==> config.mk <==
export PLATFORM = sky130hd
export DESIGN_NAME = cont_zero_cinco_flat
export DESIGN_NICKNAME = d
export VERILOG_FILES = /design/src/rtl/cont_pkg.sv /design/src/rtl/cont_zero_cinco_if.sv /design/src/rtl/ff_d_sinc.sv /design/src/rtl/cont_zero_cinco.sv /design/src/flat_wrapper.sv
export SDC_FILE = /design/constraint.sdc
export NUM_CORES = 1
export LEC_CHECK = 0
export BUFFER_PORTS_ARGS = -buffer_cell sky130_fd_sc_hd__buf_2
export CAP_MARGIN = 20
export CORE_AREA = 2 2 39 41
export DETAILED_ROUTE_END_ITERATION = 16
export DIE_AREA = 0 0 41 43
export GPL_TIMING_DRIVEN = 1
export HOLD_SLACK_MARGIN = 0.15
export RECOVER_POWER = 50
export REMOVE_ABC_BUFFERS = 1
export SYNTH_ARGS = -nofsm -noshare
export SYNTH_HDL_FRONTEND = slang
export SYNTH_SLANG_ARGS = --single-unit
==> constraint.sdc <==
create_clock -name Clk -period 1.4 [get_ports Clk]
set_clock_uncertainty 0.15 [all_clocks]
set_input_delay 0.14 -clock Clk [delete_from_list [all_inputs] [get_ports Clk]]
set_output_delay 0.14 -clock Clk [all_outputs]
set_load 0.05 [all_outputs]
==> src/rtl/cont_pkg.sv <==
// Shared definitions for the irrigation counters (ascending cont_zero_cinco
// and its descending 5->0 counterpart).
//   state_t      : 2-bit state encoding of the counter FSM
//   CNT_W        : width of the count register
//   MAX_DEF      : default terminal count shared by both counters
//   next_up      : saturating +1 helper on a count value
package cont_pkg;

  typedef enum logic [1:0] {
    IDLE  = 2'b00,
    COUNT = 2'b01,
    FIN   = 2'b10
  } state_t;

  localparam int CNT_W   = 3;
  localparam int MAX_DEF = 5;

  // Increment that never rolls past 7; the FSM already stops at MAX, so the
  // saturation only guards against an illegal count value after an upset.
  function automatic logic [CNT_W-1:0] next_up(input logic [CNT_W-1:0] v);
    logic [CNT_W-1:0] r;
    r = (v == {CNT_W{1'b1}}) ? v : v + 1'b1;
    return r;
  endfunction

endpackage

==> src/rtl/cont_zero_cinco_if.sv <==
// Control/status bundle between the irrigation control FSM, the time base
// and the ascending counter.
//   Start, Stop : level commands from the control FSM
//   Enable      : time-base tick
//   Q2..Q0      : registered count, MSB to LSB
//   Busy, Done  : counting flag and one-cycle completion pulse
// master = controller side, slave = counter side.
interface cont_zero_cinco_if;
  logic Start;
  logic Stop;
  logic Enable;
  logic Q2;
  logic Q1;
  logic Q0;
  logic Busy;
  logic Done;

  modport master (
    output Start,
    output Stop,
    output Enable,
    input  Q2,
    input  Q1,
    input  Q0,
    input  Busy,
    input  Done
  );

  modport slave (
    input  Start,
    input  Stop,
    input  Enable,
    output Q2,
    output Q1,
    output Q0,
    output Busy,
    output Done
  );
endinterface

==> src/rtl/ff_d_sinc.sv <==
// Single D flip-flop with synchronous active-high reset to 0.
//   clk : rising-edge clock
//   rst : synchronous reset, active-high
//   d   : next value
//   q   : registered value
module ff_d_sinc (
  input  logic clk,
  input  logic rst,
  input  logic d,
  output logic q
);

  always_ff @(posedge clk) begin
    if (rst) begin
      q <= 1'b0;
    end else begin
      q <= d;
    end
  end

endmodule

==> src/rtl/cont_zero_cinco.sv <==
// Ascending 0->MAX counter measuring the valve-open window. Start (re)starts
// from 0, Stop aborts to idle, each Enable tick advances the count; reaching
// MAX yields a one-cycle Done pulse (FIN state), after which the counter
// either idles holding MAX (WRAP=0) or restarts from 0 (WRAP=1).
//   Clk : system clock, all state changes on the rising edge
//   Rst : synchronous active-high reset (state IDLE, Q=0)
//   bus : slave side of cont_zero_cinco_if (Start/Stop/Enable in,
//         Q2..Q0/Busy/Done out)
// Parameters: MAX terminal count (1..7), WRAP auto-restart select.
module cont_zero_cinco
  import cont_pkg::*;
#(
  parameter int MAX  = MAX_DEF,
  parameter int WRAP = 0
) (
  input  logic               Clk,
  input  logic               Rst,
  cont_zero_cinco_if.slave   bus
);

  localparam logic [CNT_W-1:0] MAX_Q  = CNT_W'(MAX);
  localparam logic [CNT_W-1:0] LAST_Q = CNT_W'(MAX - 1);

  logic [CNT_W-1:0] cnt;
  logic [CNT_W-1:0] cnt_next;
  logic [1:0]       st_bits;
  logic [1:0]       st_next_bits;
  state_t           st;
  state_t           st_next;

  // Register bank: every state and count bit is its own sync-reset flop;
  // reset priority over every input therefore lives in the flops.
  for (genvar i = 0; i < CNT_W; i++) begin : g_cnt
    ff_d_sinc u_ff (
      .clk (Clk),
      .rst (Rst),
      .d   (cnt_next[i]),
      .q   (cnt[i])
    );
  end

  for (genvar i = 0; i < 2; i++) begin : g_st
    ff_d_sinc u_ff (
      .clk (Clk),
      .rst (Rst),
      .d   (st_next_bits[i]),
      .q   (st_bits[i])
    );
  end

  assign st           = state_t'(st_bits);
  assign st_next_bits = st_next;

  // Next-state / next-count: Stop > Start > state-specific behaviour.
  always_comb begin
    st_next  = st;
    cnt_next = cnt;
    if (bus.Stop) begin
      st_next  = IDLE;
      cnt_next = '0;
    end else if (bus.Start) begin
      st_next  = COUNT;
      cnt_next = '0;
    end else begin
      case (st)
        IDLE: begin
          // Enable ignored; count holds 0 or the MAX of a finished run.
          st_next  = IDLE;
          cnt_next = cnt;
        end
        COUNT: begin
          if (bus.Enable) begin
            if (cnt == LAST_Q) begin
              st_next  = FIN;
              cnt_next = MAX_Q;
            end else begin
              cnt_next = next_up(cnt);
            end
          end
        end
        FIN: begin
          // FIN lasts exactly one cycle regardless of Enable.
          if (WRAP != 0) begin
            st_next  = COUNT;
            cnt_next = '0;
          end else begin
            st_next  = IDLE;
            cnt_next = cnt;
          end
        end
        default: begin
          // Unused encoding 2'b11: recover to a clean idle.
          st_next  = IDLE;
          cnt_next = '0;
        end
      endcase
    end
  end

  // Outputs decoded from registers only; no input reaches them combinationally.
  assign bus.Q2   = cnt[2];
  assign bus.Q1   = cnt[1];
  assign bus.Q0   = cnt[0];
  assign bus.Busy = (st == COUNT);
  assign bus.Done = (st == FIN);

endmodule

==> src/flat_wrapper.sv <==
// flat-port wrapper written by rule: the top's interface ports become plain ports
module cont_zero_cinco_flat import cont_pkg::*;
#(
  parameter int MAX  = MAX_DEF,
  parameter int WRAP = 0
)
  (Clk, Rst, bus_Start, bus_Stop, bus_Enable, bus_Q2, bus_Q1, bus_Q0, bus_Busy, bus_Done);
  cont_zero_cinco_if bus_i ();
  input  logic Clk;
  input  logic Rst;
  input wire logic [$bits(bus_i.Start)-1:0] bus_Start;
  input wire logic [$bits(bus_i.Stop)-1:0] bus_Stop;
  input wire logic [$bits(bus_i.Enable)-1:0] bus_Enable;
  output wire logic [$bits(bus_i.Q2)-1:0] bus_Q2;
  output wire logic [$bits(bus_i.Q1)-1:0] bus_Q1;
  output wire logic [$bits(bus_i.Q0)-1:0] bus_Q0;
  output wire logic [$bits(bus_i.Busy)-1:0] bus_Busy;
  output wire logic [$bits(bus_i.Done)-1:0] bus_Done;
  assign bus_i.Start = bus_Start;
  assign bus_i.Stop = bus_Stop;
  assign bus_i.Enable = bus_Enable;
  assign bus_Q2 = bus_i.Q2;
  assign bus_Q1 = bus_i.Q1;
  assign bus_Q0 = bus_i.Q0;
  assign bus_Busy = bus_i.Busy;
  assign bus_Done = bus_i.Done;
  cont_zero_cinco #(.MAX(MAX), .WRAP(WRAP)) u_core (.Clk(Clk), .Rst(Rst), .bus(bus_i));
endmodule
* Word level (Yosys, flattened, before mapping)
Index checks and enable logic that the tools add are counted.
** Word-level totals
- Register bits after elaboration :: 5
- Output and inout port bits :: 5
- Word-level logic and storage cells :: 32
** Cells by class
- Add/sub/neg operators :: 1
- Equal/unequal tests :: 8
- Multiplexer cells :: 8
- Bitwise gates (word level) :: 2
- Reduce and logical (&&, ||, !) cells :: 8
** Operators by type and width (number)
- 3-bit two-way mux :: 3
- 3-bit equality test (second input constant) :: 2
- 3-bit by 2-bit inequality test with 1-bit output (second input constant) :: 2
- 3-bit case mux with 2 select lines :: 1
- 1-bit two-way mux :: 4
- 2-bit AND reduction :: 2
- 2-bit OR reduction :: 2
- 4-bit OR reduction :: 1
- 3-bit by 1-bit adder with 3-bit output (second input constant) :: 1
- 3-bit inequality test (second input constant) :: 1
- 3-bit AND reduction :: 1
- 3-bit OR reduction :: 1
- 2-bit by 1-bit equality test with 1-bit output (second input constant) :: 1
- 2-bit equality test (second input constant) :: 1
- 2-bit logical NOT :: 1
- 2-bit inequality test (second input constant) :: 1
- 1-bit inverter :: 2

* Depth between registers and ports, before layout
- Depth in word-level cells :: 5
- Mapped depth :: 5

* Hierarchy
Synthesis repeated with hierarchy kept, for this count alone.
** Second synthesis, totals
- Cell total of the unflattened synthesis :: 36
- Area, all modules :: 341.6 um2
** Modules (own cells, without submodules)
- cont_zero_cinco :: instances 1, cells each 26, area each 172.7 um2, seq. area each 0.0 um2
- ff_d_sinc :: instances 5, cells each 2, area each 33.8 um2, seq. area each 20.0 um2

* Least setup slack after synthesis
OpenSTA, ideal clock, no wires.
- Path type :: register to register
- Start point :: reg u_core.g_cnt[0].u_ff.q
- End point :: reg u_core.g_cnt[0].u_ff.q
- Setup time :: 0.158 ns
- Arrival time :: 1.524 ns
- Path slack :: -0.432 ns
- Cell stages (with the launch flop) :: 6
- Buffers on the path :: 0
- Period minus slack after synthesis :: 1.832 ns
- Path through :: dfxtp_1 ha_1 ha_1 a21bo_2 a31oi_1 a311oi_1
** Between the ends
- Word-level cells in the longest chain between the ends :: 5
- Elaborated cells on any way between the ends :: 9
- Those cells by class :: add/sub (1); eq/ne (3); mux (4); reduce/logical (1)
** Ends and longest elaborated chain
- start: declaration :: line ff_d_sinc.sv:10 : output logic q
- start signal: assignment :: line ff_d_sinc.sv:15 : q <= 1'b0;
- start signal: assignment :: line ff_d_sinc.sv:17 : q <= d;
- 3-bit by 1-bit adder with 3-bit output :: line cont_pkg.sv:22 : r = (v == {CNT_W{1'b1}}) ? v : v + 1'b1;
- 3-bit two-way mux :: line cont_pkg.sv:22
- 3-bit two-way mux :: line cont_zero_cinco.sv:73 : if (cnt == LAST_Q) begin
- 3-bit two-way mux :: line cont_zero_cinco.sv:72 : if (bus.Enable) begin
- 3-bit case mux with 2 select lines :: line cont_zero_cinco.sv:65 : case (st)
Several ways; a longest one is shown, not always the timed one. The select of a mux whose other input is x is not followed.
A chain may end at the register's enable or synchronous reset.

* Final worst setup path
- Start point :: reg u_core.g_cnt[0].u_ff.q
- End point :: reg u_core.g_cnt[1].u_ff.q
** Between the ends
- Word-level cells in the longest chain between the ends :: 5
- Elaborated cells on any way between the ends :: 9
- Those cells by class :: add/sub (1); eq/ne (3); mux (4); reduce/logical (1)
** Ends and longest elaborated chain (line)
- 3-bit by 1-bit adder with 3-bit output :: cont_pkg.sv:22
- 3-bit two-way mux :: cont_pkg.sv:22
- 3-bit two-way mux :: cont_zero_cinco.sv:73
- 3-bit two-way mux :: cont_zero_cinco.sv:72
- 3-bit case mux with 2 select lines :: cont_zero_cinco.sv:65
- end signal: assignment :: ff_d_sinc.sv:15
- end signal: assignment :: ff_d_sinc.sv:17
- end: declaration :: ff_d_sinc.sv:10
Several ways; a longest one is shown, not always the timed one. The select of a mux whose other input is x is not followed.

==> metrics.log <==
[metrics] number of cells in the finished layout apart from fillers: 73
[metrics] area of the placeable core: 0.00138 mm²
[metrics] maximum operating frequency: 718 MHz
[metrics] buffers plus inverters on the worst setup path: 1
[metrics] Post-Synthesis Mean Instance Area: 8.20 µm²
[metrics] Startpoint Class: register
[metrics] count of unresolved DRC violations after routing: 0
[metrics] number of storage elements in the synthesis netlist: 5
[metrics] Cells after Synth: 36
[metrics] die area: 0.00176 mm²
[metrics] Hold WC Path Type: input pin to register
[metrics] Setup-failing EPs final: 0
[metrics] Antenna diodes: 0
[metrics] number of global-route vias before repair: 346
[metrics] data arrival time of the critical path: 1.36 ns
[metrics] count of distinct cell types in the synthesized netlist: 18
[metrics] worst-case headroom to the max-slew limit: 0.833
[metrics] GRT Util Overall: 0.119
[metrics] count of buffers inserted at the top-level ports: 9
[metrics] most frequent cells in the layout: sky130_fd_sc_hd__buf_2 (8), sky130_fd_sc_hd__nand2_1 (6), sky130_fd_sc_hd__buf_4 (6)
[metrics] clock root cell: sky130_fd_sc_hd__clkbuf_4
[metrics] Max stage delay cell, worst path: sky130_fd_sc_hd__dfxtp_2
[metrics] Total Wirelength: 875 µm
[metrics] drt wl/cell: 12.0 µm
[metrics] final hold slack: -0.0352 ns
[metrics] level count of the clock H-tree: 1
[metrics] family of cells with the greatest summed delay on the critical path: flip-flops
[metrics] number of antenna violations at the first check in global routing: 0
[metrics] layout cell share with drive strength beyond 1: 0.579
[metrics] synthesis warning total: 0
[metrics] global route overflow: 0
[metrics] status: finished with violations
[metrics] chain of cells forming the critical path: ha_4 -> ha_4 -> a21bo_4 -> buf_4 -> nand2_1 -> o22ai_1
[metrics] Int Pwr: 0.265 mW
[metrics] portion of the clock cycle consumed by the worst path in the final layout: 0.994
[metrics] maximum number of pins on one net before global-route repair: 8
[metrics] final estimated routing congestion in global placement: about 0.8
[metrics] power per cell area: 657 mW/mm²
[metrics] proportion of power drawn by combinational gates: 0.101
[metrics] failing checks: hold timing
[metrics] net switching power figure: 0.0841 mW
[metrics] max-slew violation count: 0
[metrics] Clock Latency Late Sink: about 0.24 ns
[metrics] cell type with the highest occurrence count on the critical path: sky130_fd_sc_hd__ha_4
[metrics] clock edge transition at the registers on the reported setup and hold paths: 0.05 ns
[metrics] effective utilization at floorplan: 0.213
[metrics] horizontal extent of the die: 41 µm
[metrics] dpl cells: 67
[metrics] TritonCTS sink count: 5
[metrics] min setup slack post-route: 0.00781 ns
[metrics] 1st-iter DRT viols: 5
[metrics] Sw Ratio: 0.241
[metrics] area of all placed cells without fillers: 532 µm²
[metrics] total cell area at the placement stage: between 400 and 500 µm²
[metrics] layout overhead on the synthesized area: 80.1%
[metrics] die extent in y: 43 µm
[metrics] CTS tree: done
[metrics] largest driver fanout on the critical path: 3
[metrics] area of the mapped netlist: 295 µm²
[metrics] fraction of synthesized cell area taken by the top area cell type: 0.339
[metrics] most common cell after layout, fill and taps aside: sky130_fd_sc_hd__buf_2
[metrics] top cells by area, synth: sky130_fd_sc_hd__dfxtp_1 (34%), sky130_fd_sc_hd__ha_1 (13%), sky130_fd_sc_hd__nand2_1 (8.9%)
[metrics] most area-hungry cell type in the Yosys netlist: sky130_fd_sc_hd__dfxtp_1
[metrics] number of clock buffers inserted by TritonCTS: 3
[metrics] slew at the pin closest to its max-slew limit: 0.253 ns
[metrics] post-route minimum period: 1.39 ns
[metrics] unrepaired setup endpoints after global routing: true
[metrics] highest ir drop seen on vdd: approximately 0.24 mV
[metrics] Seq/Total Area, Yosys: 0.339
[metrics] cts-stage hold buffer count: 1
[metrics] longest individual stage delay on the worst path: ~0.36 ns
[metrics] leakage power: between 0.2 and 0.25 nW
[metrics] standard-cell rows: 14
[metrics] number of hold violations in the final report: 1
[metrics] sequential share of power: 0.417
[metrics] placed wire-length estimate after detailed placement: 605 µm
[metrics] Clock power frac: 0.482
[metrics] via count: 354
[metrics] Vias/cell: 4.85
[metrics] Final nets: 66
[metrics] number of optimization iterations in the first detailed-route pass: 3
[metrics] max-cap violations: 0
[metrics] maximum clock path buffer count: 2
[metrics] data required time at the worst endpoint: 1.37 ns
[metrics] WS Path Type: register to register
[metrics] post-detailed-route count of antenna-violating nets: 0
[metrics] total power: 0.349 mW
[metrics] Setup Slack @ Placement: -0.126 ns
[metrics] wire length of the first global-routing pass: 1.40 mm
[metrics] Critical Path Sink Type: register
[metrics] number of top-level pins: 10
## Yosys cell counts, drive strengths merged
| library cell | n |
|---|---|
| nand3 | 1 |
| o31ai | 1 |
| inv | 3 |
| dfxtp | 5 |
| and3b | 1 |
| o21ai | 2 |
| and2b | 1 |
| nor2 | 3 |
| o22ai | 1 |
| nand2 | 7 |
| a31oi | 2 |
| nand4 | 1 |
| a21oi | 1 |
| a21bo | 1 |
| a311oi | 1 |
| nor3 | 2 |
| ha | 3 |
## per-stage QoR
step / TNS (ns) / util / hold slack (ns)
after floorplan: -1.15 / - / 0.0668
after global placement: -0.0563 / 0.293 / 0.211
after detailed placement: -0.149 / 0.293 / 0.214
after CTS: 0 / 0.353 / -0.0443
after global routing: -0.0786 / 0.384 / -0.0463
final: 0 / 0.384 / -0.0352
## power by group through the flow
stage	combinational [mW]	clock, mW	sequential [mW]
4_1_cts	0.0326	0.180	0.147
6_report	0.0353	0.168	0.146
5_1_grt	0.0379	0.190	0.146
3_3_place_gp	0.0288	0	0.149
3_5_place_dp	0.0296	0	0.149
2_1_floorplan	0.0144	0	0.150
## logic make-up after synthesis
| group | after synthesis | share of synthesized area |
|---|---|---|
| buf+inv | 3 | 0.0381 |
| flops | 5 | 0.339 |
| fa+ha+maj | 3 | 0.127 |
| compound gates | 9 | 0.203 |
| simple gates | 16 | 0.292 |
## per-layer routing
metal  global-route usage  part of all wire
met5                    0                 0
met4               0.0800                 0
met3               0.0471             0.023
met2                0.175              0.56
met1                0.135              0.42
## final cells by class
class                           count  area (µm²)
Clock buffer                        4        26.3
Tap cell                           16        20.0
Fill cell                         139         852
Timing Repair Buffer               17         114
Inverter                            3        11.3
Sequential cell                     5         106
Multi-Input combinational cell     28         254
## worst paths after layout
| check | start | endpoint | slack (ns) | cells after the start |
|---|---|---|---|---|
| setup / recovery | u_core.g_cnt[0].u_ff.q$_SDFFE_PP0P_ | u_core.g_cnt[1].u_ff.q$_SDFFE_PP0P_ | 0.008 | 6 |
| hold / removal | bus_Stop | u_core.g_st[0].u_ff.q$_SDFFE_PP0P_ | -0.04 | 2 |
| setup reg to reg | u_core.g_cnt[0].u_ff.q$_SDFFE_PP0P_ | u_core.g_cnt[1].u_ff.q$_SDFFE_PP0P_ | 0.008 | 6 |
| hold reg to reg | u_core.g_st[0].u_ff.q$_SDFFE_PP0P_ | u_core.g_cnt[0].u_ff.q$_SDFFE_PP0P_ | 0.45 | 2 |
## state kept, by name, summed over array words and instances, names as in the netlist
register,cells
u_core.g_cnt.u_ff.q,3
u_core.g_st.u_ff.q,2
## repair_timing
action / in CTS / in global routing
endpoints found under the hold margin: 5 / 5
setup endpoints to repair: 3 / 4
setup buffers: 1 / 0
resized for setup: 9 / 11
pin swaps: 4 / 3
Note: power is estimated with default switching activity, not from simulation.
